`config.mk`:
```
export PLATFORM = sky130hd
export DESIGN_NAME = bch_chien_par
export DESIGN_NICKNAME = d
export VERILOG_FILES = /design/src/rtl/bch_gf_pkg.sv /design/src/rtl/bch_gf_cmul.sv /design/src/rtl/bch_chien_par.sv
export SDC_FILE = /design/constraint.sdc
export NUM_CORES = 2
export LEC_CHECK = 0
export BUFFER_PORTS_ARGS = -buffer_cell sky130_fd_sc_hd__buf_2
export CAP_MARGIN = 20
export CORE_MARGIN = 10
export CORE_UTILIZATION = 35
export DETAILED_ROUTE_END_ITERATION = 12
export SYNTH_ARGS = -nofsm -noshare
export SYNTH_HDL_FRONTEND = slang
export SYNTH_SLANG_ARGS = --single-unit
```
`constraint.sdc`:
```
create_clock -name clkofchian -period 10.1 [get_ports clkofchian]
set_clock_uncertainty 0.05 [all_clocks]
set_input_delay 2.02 -clock clkofchian [delete_from_list [all_inputs] [get_ports clkofchian]]
set_output_delay 2.02 -clock clkofchian [all_outputs]
set_load 0.01 [all_outputs]
```
`src/rtl/bch_gf_pkg.sv`:
```
// GF(2^M) helpers for the BCH Chien stage: elaboration-time constant powers,
// constant-multiply XOR matrices and the Chien FSM state type.
package bch_gf_pkg;
    localparam int              GF_M    = 16;
    localparam logic [GF_M:0]   GF_POLY = 17'h1002D;

    typedef logic [GF_M-1:0]    gf_t;
    typedef gf_t [GF_M-1:0]     gf_mat_t;
    typedef enum logic [1:0] {ST_IDLE, ST_INIT, ST_RUN, ST_DONE} state_t;

    function automatic gf_t gf_mulx(gf_t a, logic [GF_M:0] poly);
        return {a[GF_M-2:0], 1'b0} ^ (a[GF_M-1] ? poly[GF_M-1:0] : '0);
    endfunction

    function automatic gf_t gf_mul(gf_t a, gf_t b, logic [GF_M:0] poly);
        gf_t r = '0;
        gf_t x = a;
        for (int i = 0; i < GF_M; i++) begin
            if (b[i]) r = r ^ x;
            x = gf_mulx(x, poly);
        end
        return r;
    endfunction

    function automatic gf_t gf_pow(int unsigned e, logic [GF_M:0] poly = GF_POLY);
        gf_t         r = gf_t'(1);
        gf_t         b = gf_t'(2);
        int unsigned x = e % ((32'd1 << GF_M) - 32'd1);
        while (x != 0) begin
            if ((x & 32'd1) != 0) r = gf_mul(r, b, poly);
            b = gf_mul(b, b, poly);
            x = x >> 1;
        end
        return r;
    endfunction

    // Row j is c*alpha^j, so y = XOR of rows selected by the set bits of the input.
    function automatic gf_mat_t gf_cmul_matrix(gf_t c, logic [GF_M:0] poly = GF_POLY);
        gf_mat_t m;
        gf_t     col = c;
        for (int j = 0; j < GF_M; j++) begin
            m[j] = col;
            col  = gf_mulx(col, poly);
        end
        return m;
    endfunction
endpackage

```
`src/rtl/bch_gf_cmul.sv`:
```
// Multiply by a constant field element as a pure XOR network.
module bch_gf_cmul
    import bch_gf_pkg::*;
#(
    parameter gf_t            C    = gf_t'(1),
    parameter logic [GF_M:0]  POLY = GF_POLY
)(
    input  gf_t i_a,
    output gf_t o_y
);
    localparam gf_mat_t MAT = gf_cmul_matrix(C, POLY);

    always_comb begin
        o_y = '0;
        for (int j = 0; j < GF_M; j++)
            if (i_a[j]) o_y = o_y ^ MAT[j];
    end
endmodule

```
`src/rtl/bch_chien_par.sv`:
```
// P-lane parallel Chien search and corrector. Define BCH_CHIEN_FAIL_DETECT_EN to
// build the root counter and decoding-failure flag; otherwise err_cnt/fail read 0.
module bch_chien_par
    import bch_gf_pkg::*;
#(
    parameter int            M      = GF_M,
    parameter logic [GF_M:0] POLY   = GF_POLY,
    parameter int            T      = 12,
    parameter int            N      = 16200,
    parameter int            K      = 16008,
    parameter int            P      = 8,
    parameter int            OFFSET = 1
)(
    input  logic                   clkofchian,
    input  logic                   rstofchian,
    input  logic                   start,
    input  logic [(T+1)*M-1:0]     lambda,
    output logic                   busy,
    input  logic [P-1:0]           in_data,
    input  logic                   in_valid,
    output logic                   in_ready,
    output logic [P-1:0]           out_data,
    output logic                   out_valid,
    input  logic                   out_ready,
    output logic                   out_last,
    output logic                   done,
    output logic [$clog2(T+1)-1:0] err_cnt,
    output logic                   fail
);
    localparam int BW = $clog2(N+1);
    localparam int CW = $clog2(T+1);

    state_t          r_state, w_next;
    gf_t             r_s [1:T];
    gf_t             r_l0;
    logic [BW-1:0]   r_base;
    gf_t             w_lam  [0:T];
    gf_t             w_init [1:T];
    gf_t             w_step [1:T];
    gf_t             w_term [1:T][0:P-1];
    gf_t             w_v    [0:P-1];
    logic [P-1:0]    w_err;
    logic            w_acc, w_data_beat;

    assign w_lam[0] = lambda[M-1:0];

    // s_k holds lambda_k*alpha^(k*(base+OFFSET)); lane p scales it by alpha^(k*p).
    for (genvar k = 1; k <= T; k++) begin : g_k
        assign w_lam[k]     = lambda[k*M +: M];
        assign w_term[k][0] = r_s[k];
        bch_gf_cmul #(.C(gf_pow(k*OFFSET, POLY)), .POLY(POLY)) u_init (.i_a(w_lam[k]), .o_y(w_init[k]));
        bch_gf_cmul #(.C(gf_pow(k*P, POLY)),      .POLY(POLY)) u_step (.i_a(r_s[k]),   .o_y(w_step[k]));
        for (genvar p = 1; p < P; p++) begin : g_p
            bch_gf_cmul #(.C(gf_pow(k*p, POLY)), .POLY(POLY)) u_lane (.i_a(r_s[k]), .o_y(w_term[k][p]));
        end
    end

    always_comb begin
        for (int p = 0; p < P; p++) begin
            w_v[p] = r_l0;
            for (int k = 1; k <= T; k++) w_v[p] = w_v[p] ^ w_term[k][p];
            w_err[p] = (w_v[p] == '0);
        end
    end

    assign w_data_beat = (r_base < BW'(K));
    assign w_acc       = in_valid && in_ready;

    always_ff @(posedge clkofchian or posedge rstofchian) begin
        if (rstofchian) r_state <= ST_IDLE;
        else            r_state <= w_next;
    end

    always_comb begin
        w_next = r_state;
        case (r_state)
            ST_IDLE: if (start) w_next = ST_INIT;
            ST_INIT: w_next = ST_RUN;
            ST_RUN:  if (w_acc && r_base == BW'(N-P)) w_next = ST_DONE;
            default: w_next = ST_IDLE;
        endcase
    end

    // Parity beats never reach the output register, so they skip backpressure.
    always_comb begin
        busy     = (r_state != ST_IDLE);
        done     = (r_state == ST_DONE);
        in_ready = (r_state == ST_RUN) && (!w_data_beat || !out_valid || out_ready);
    end

    always_ff @(posedge clkofchian or posedge rstofchian) begin
        if (rstofchian) begin
            r_l0   <= '0;
            r_base <= '0;
            for (int k = 1; k <= T; k++) r_s[k] <= '0;
        end else if (r_state == ST_INIT) begin
            r_l0   <= w_lam[0];
            r_base <= '0;
            for (int k = 1; k <= T; k++) r_s[k] <= w_init[k];
        end else if (w_acc) begin
            r_base <= r_base + BW'(P);
            for (int k = 1; k <= T; k++) r_s[k] <= w_step[k];
        end
    end

    always_ff @(posedge clkofchian or posedge rstofchian) begin
        if (rstofchian) begin
            out_data  <= '0;
            out_valid <= 1'b0;
            out_last  <= 1'b0;
        end else if (w_acc && w_data_beat) begin
            out_data  <= in_data ^ w_err;
            out_valid <= 1'b1;
            out_last  <= (r_base == BW'(K-P));
        end else if (out_ready) begin
            out_valid <= 1'b0;
            out_last  <= 1'b0;
        end
    end

`ifdef BCH_CHIEN_FAIL_DETECT_EN
    localparam int SW = $clog2(T+P+1);

    logic [CW-1:0] r_cnt, r_deg, w_deg;
    logic          r_sat;
    logic [SW-1:0] w_pop, w_sum;

    always_comb begin
        w_pop = '0;
        for (int p = 0; p < P; p++) w_pop = w_pop + SW'(w_err[p]);
        w_sum = SW'(r_cnt) + w_pop;
        w_deg = '0;
        for (int k = 1; k <= T; k++)
            if (w_lam[k] != '0) w_deg = CW'(k);
    end

    // More roots than T is impossible for a genuine locator: latch it as failure.
    always_ff @(posedge clkofchian or posedge rstofchian) begin
        if (rstofchian) begin
            r_cnt <= '0;
            r_deg <= '0;
            r_sat <= 1'b0;
        end else if (r_state == ST_INIT) begin
            r_cnt <= '0;
            r_deg <= w_deg;
            r_sat <= 1'b0;
        end else if (w_acc) begin
            if (w_sum > SW'(T)) begin
                r_cnt <= CW'(T);
                r_sat <= 1'b1;
            end else begin
                r_cnt <= CW'(w_sum);
            end
        end
    end

    assign err_cnt = r_cnt;
    assign fail    = (r_cnt != r_deg) || r_sat;
`else
    assign err_cnt = '0;
    assign fail    = 1'b0;
`endif
endmodule

```
# Yosys cells after proc, flatten, opt, wreduce, memory -nomap -nowiden
# Index checks and enable logic that the tools add are counted.
# totals
reg_bits	234
input_bits	221
out_inout_bits	18
# classes
add_sub_neg	1
magnitude_cmp	1
eq_ne	7
n_mux	1738
bitwise	1717
reduce_logical	21
# op_table
cell	n
$mux W16	487
$mux W15	328
$mux W14	177
$mux W13	152
$not A4 Y4	444
$not A7 Y7	231
$xor A16 B16 Y16	96
$not A10 Y10	147
$not A9 Y9	155
$mux W12	106
$mux W11	101
$mux W10	75
$mux W9	73
$mux W8	71
$not A11 Y11	51
$mux W7	68
$not A3 Y4	118
$mux W6	65
$mux W192	2
$not A1 Y1 const A	347
$not A6 Y6	57
$not A8 Y8	33
$not A12 Y12	15
$logic_not A16 Y1	8
other kinds (23)	78

# Depth between registers and ports, before layout
# logic_depth
ltp_word	43
mapped_depth	13
ltp_nobuf	11

# Least setup slack after synthesis
# No wires, ideal clock.
# synth_path
kind	in2out
startpoint	input out_ready
endpoint	output in_ready
arrival_ns	2.470
t_required_ns	8.030
slack_ns	5.560
cell_stages	2
path_cell_list	nor2b_1 -> a21boi_0
# synth_between
elab_chain_cells	2
# synth_lines
item	line_no	text
from (decl)	bch_chien_par.sv:24	input logic out_ready,
$logic_or A1 B1 Y1	bch_chien_par.sv:88	in_ready = (r_state == ST_RUN) && (!w_data_beat || !out_valid || out_ready);
$logic_and A1 B1 Y1	bch_chien_par.sv:88	
to (decl)	bch_chien_par.sv:21	output logic in_ready,
# Every way passes these cells.

# Final worst setup path
# layout_path
startpoint	register r_s[108] in the netlist's numbering
endpoint	register out_data[7]
# layout_between
elab_chain_cells	15
# layout_lines
item	line_no	text
from (decl)	bch_chien_par.sv:34	gf_t r_s [1:T];
$mux W15 (*)	bch_gf_cmul.sv:16	if (i_a[j]) o_y = o_y ^ MAT[j];
$mux W16 (*)	bch_gf_cmul.sv:16	
$not A6 Y6 (no source line) / $mux W16 (equally long branches)	n/a	
$mux W16 (*)	bch_gf_cmul.sv:16	
$not A9 Y9 (no source line)	n/a	
$mux W15 (*)	bch_gf_cmul.sv:16	
$xor A16 B16 Y16 (*) (7 in a row)	bch_chien_par.sv:61	for (int k = 1; k <= T; k++) w_v[p] = w_v[p] ^ w_term[k][p];
$logic_not A16 Y1 (*)	bch_chien_par.sv:62	w_err[p] = (w_v[p] == '0);
$xor A8 B8 Y8 (*)	bch_chien_par.sv:112	out_data <= in_data ^ w_err;
to (signal assigned)	bch_chien_par.sv:112	
to (decl)	bch_chien_par.sv:22	output logic [P-1:0] out_data,
# Mark *: on every way between the ends. The rest lies on a longest branch, timed or not.
# A chain may end at the register's enable or synchronous reset.

==> results.yml <==
outcome:
  status: "finished clean"
global_routing:
  grt_pass1_wl_um: 482000
  track_usage: 0.500
  first_global_vias: 41000
  grt_max_degree: 205
  grt_remaining_overflow: 0
  antenna_found_initial: 20
setup_path:
  critPathLaunchType: "register"
  crit_arrival_ns: 6.11
  cp_max_fo: 10
  required_ns: 10.57
  cp-end-kind: "register"
  crit_type: "reg -> reg"
worst_hold_path:
  hold_path.class: "reg -> reg"
clock_network:
  htreeDepth: 2
  path_clk_slew_ns: 0.08
  cts_sinks: 231
  clk_path_buf_depth: 3
  ctsHoldBuffers: 0
  cts_buffers: 36
  cts_setup_buffers: 0
  cts_root_buf: "clkbuf_16"
  clk_latency_ns: 0.66
  cts_tree: "yes"
  ctsResizeCount: 0
finish:
  fillers: 13500
  drive_gt1_frac: 0.181
  final_cell_mix: "xnor2_1 (2718), xor2_1 (710), buf_4 (401), buf_2 (233), dfrtp_1 (195)"
  syn2layout_area_growth_pct: 15.6
  fin_nets: 5716
  layout_commonest_cell: "xnor2_1"
route:
  wirelength_um: 392000
  via_count: 44200
  routedWlPerCell_um: 53.8
  drt_iter0_drc: 8173
  firstDrtPassIters: 7
  drtAntennaViolNets: 0
  viasPerCell: 6.06
  drc: 0
job:
  maxCapViolations: 0
sta:
  finalSetupViolations: 0
  rsz0062_at_grt: "false"
  finalCritPeriodShare: 0.558
  max_freq_ghz: 0.177
  hold_viol_final: 0
  fin_crit_ns: 5.64
  tns_ns: 0
  slew_violations: 0
  worst_pin_slew_ns: 1.40
  slew_headroom: 0.0575
placed_design:
  place.gp.congestion: 1.27
  portBuffers: 233
  hpwlAfterDp_um: 330000
floorplan:
  die_area_um2: 150000
  num_rows: 134
  core_area_um2: 134000
  die_x_um: 388
  die_h_um: 388
  io_pins: 239
  start_util: 0.354
synthesis:
  syn_inst: 5115
  synth.yosys.seq_area_share: 0.122
  synth_area_um2: 47300
  synth_cell_types: 48
  synth_seq_cells: 231
  avgSynthCellArea_um2: 9.25
  ys_warn_count: 0
-- worst paths after layout --
path | cells after the start | endpoint | slack [ns] | startpoint
max in group asynchronous | 3 | r_s[58] | 6.94 | rstofchian
max | 12 | out_data[7] | 4.46 | r_s[108]
min | 2 | out_data[0] | 0.43 | out_data[0]
max reg2reg | 12 | out_data[7] | 4.46 | r_s[108]
min reg2reg | 2 | out_data[0] | 0.43 | out_data[0]
min in group asynchronous | 2 | r_s[148] | 1.42 | rstofchian
-- layer usage --
layer | track usage | wire length (um) | vias up
met5 | 0.0143 | 500 | -
met2 | 0.658 | 147000 | 4408
met3 | 0.288 | 60600 | 1266
li1 | - | - | 16500
met1 | 0.563 | 140000 | 22000
met4 | 0.445 | 43600 | 16
-- critical path, cell delays in order (launching register included) --
cell	delay, ns
dfrtp_1	0.78
xnor2_1	1.04
xor2_1	0.70
buf_6	0.23
xnor2_1	0.08
xnor2_1	0.82
xnor2_1	0.16
xnor2_1	0.44
xnor3_1	0.32
nand3_1	0.11
a2111oi_2	0.47
xnor2_1	0.20
o21ai_1	0.08
-- synth_stat cells (all sizes together) --
library cell	number	area, um^2
inv	7	26.3
ha	6	75.1
dfrtp	231	5780
conb	1	3.75
or3	1	6.26
nand2	166	623
o21bai	1	7.51
a211oi	32	240
a2111oi	1	15.0
xnor2	2884	26200
nand4b	1	8.76
nand4	19	119
nand3	11	55.1
nand3b	1	7.51
or4	3	22.5
clkbuf	117	439
nor4	11	87.6
and3	4	25.0
nor2	190	713
a21oi	147	736
and2	2	12.5
xor3	10	238
o31ai	1	7.51
buf	216	1220
or2	2	12.5
nor3b	1	7.51
nor2b	1	6.26
o21a	1	7.51
mux2i	33	330
xor2	752	6810
a21boi	1	7.51
nand2b	1	6.26
o41ai	1	8.76
mux2	18	203
nor3	5	25.0
xnor3	117	2640
o21ai	119	596
-- cell families after synthesis --
kind of cell / share of synthesized area
AO/OA/AOI/OAI: 0.0344
buffers and inverters: 0.0356
adder cells (fa/ha/maj): 0.00159
flip-flops: 0.122
AND/OR/NAND/NOR: 0.0367
other: 0.0000793
multiplexers: 0.0113
XOR/XNOR: 0.758
-- stage by stage --
step / utilization / area (um^2) / hold slack, ns / worst slack (ns) / instances
global route: 0.409 / 54700 / 0.459 / 4.71 / 7284
detailed placement: 0.396 / 53000 / 0.418 / 4.77 / 7189
CTS: 0.406 / 54300 / 0.432 / 4.75 / 7251
global placement: 0.392 / 52400 / 0.411 / 4.28 / 7135
floorplan: - / 47300 / 0.455 / 1.70 / 5119
finish: 0.409 / 54700 / 0.429 / 4.46 / 7296
-- state kept, by name, indices dropped and copies added, names as in the netlist --
| signal | flops |
|---|---|
| r_s | 192 |
| r_base | 11 |
| out_last | 1 |
| out_data | 8 |
| r_state | 2 |
| out_valid | 1 |
| r_l0 | 16 |
-- layout make-up --
class                   instances  area, um^2  share of cell area
clock inverters                13         239             0.00437
inverters                       7        33.8            0.000618
flip-flops and latches        231        5830               0.107
well taps                    1768        2210              0.0404
clock buffers                  49        1050              0.0192
diodes                         15        37.5            0.000686
repair buffers                665        4620              0.0844
multi-input cells            4548       40700               0.744
Power is left out: the tool's default activity adds up to more than one toggle a clock period on the data nets, which glitch-free logic cannot reach.
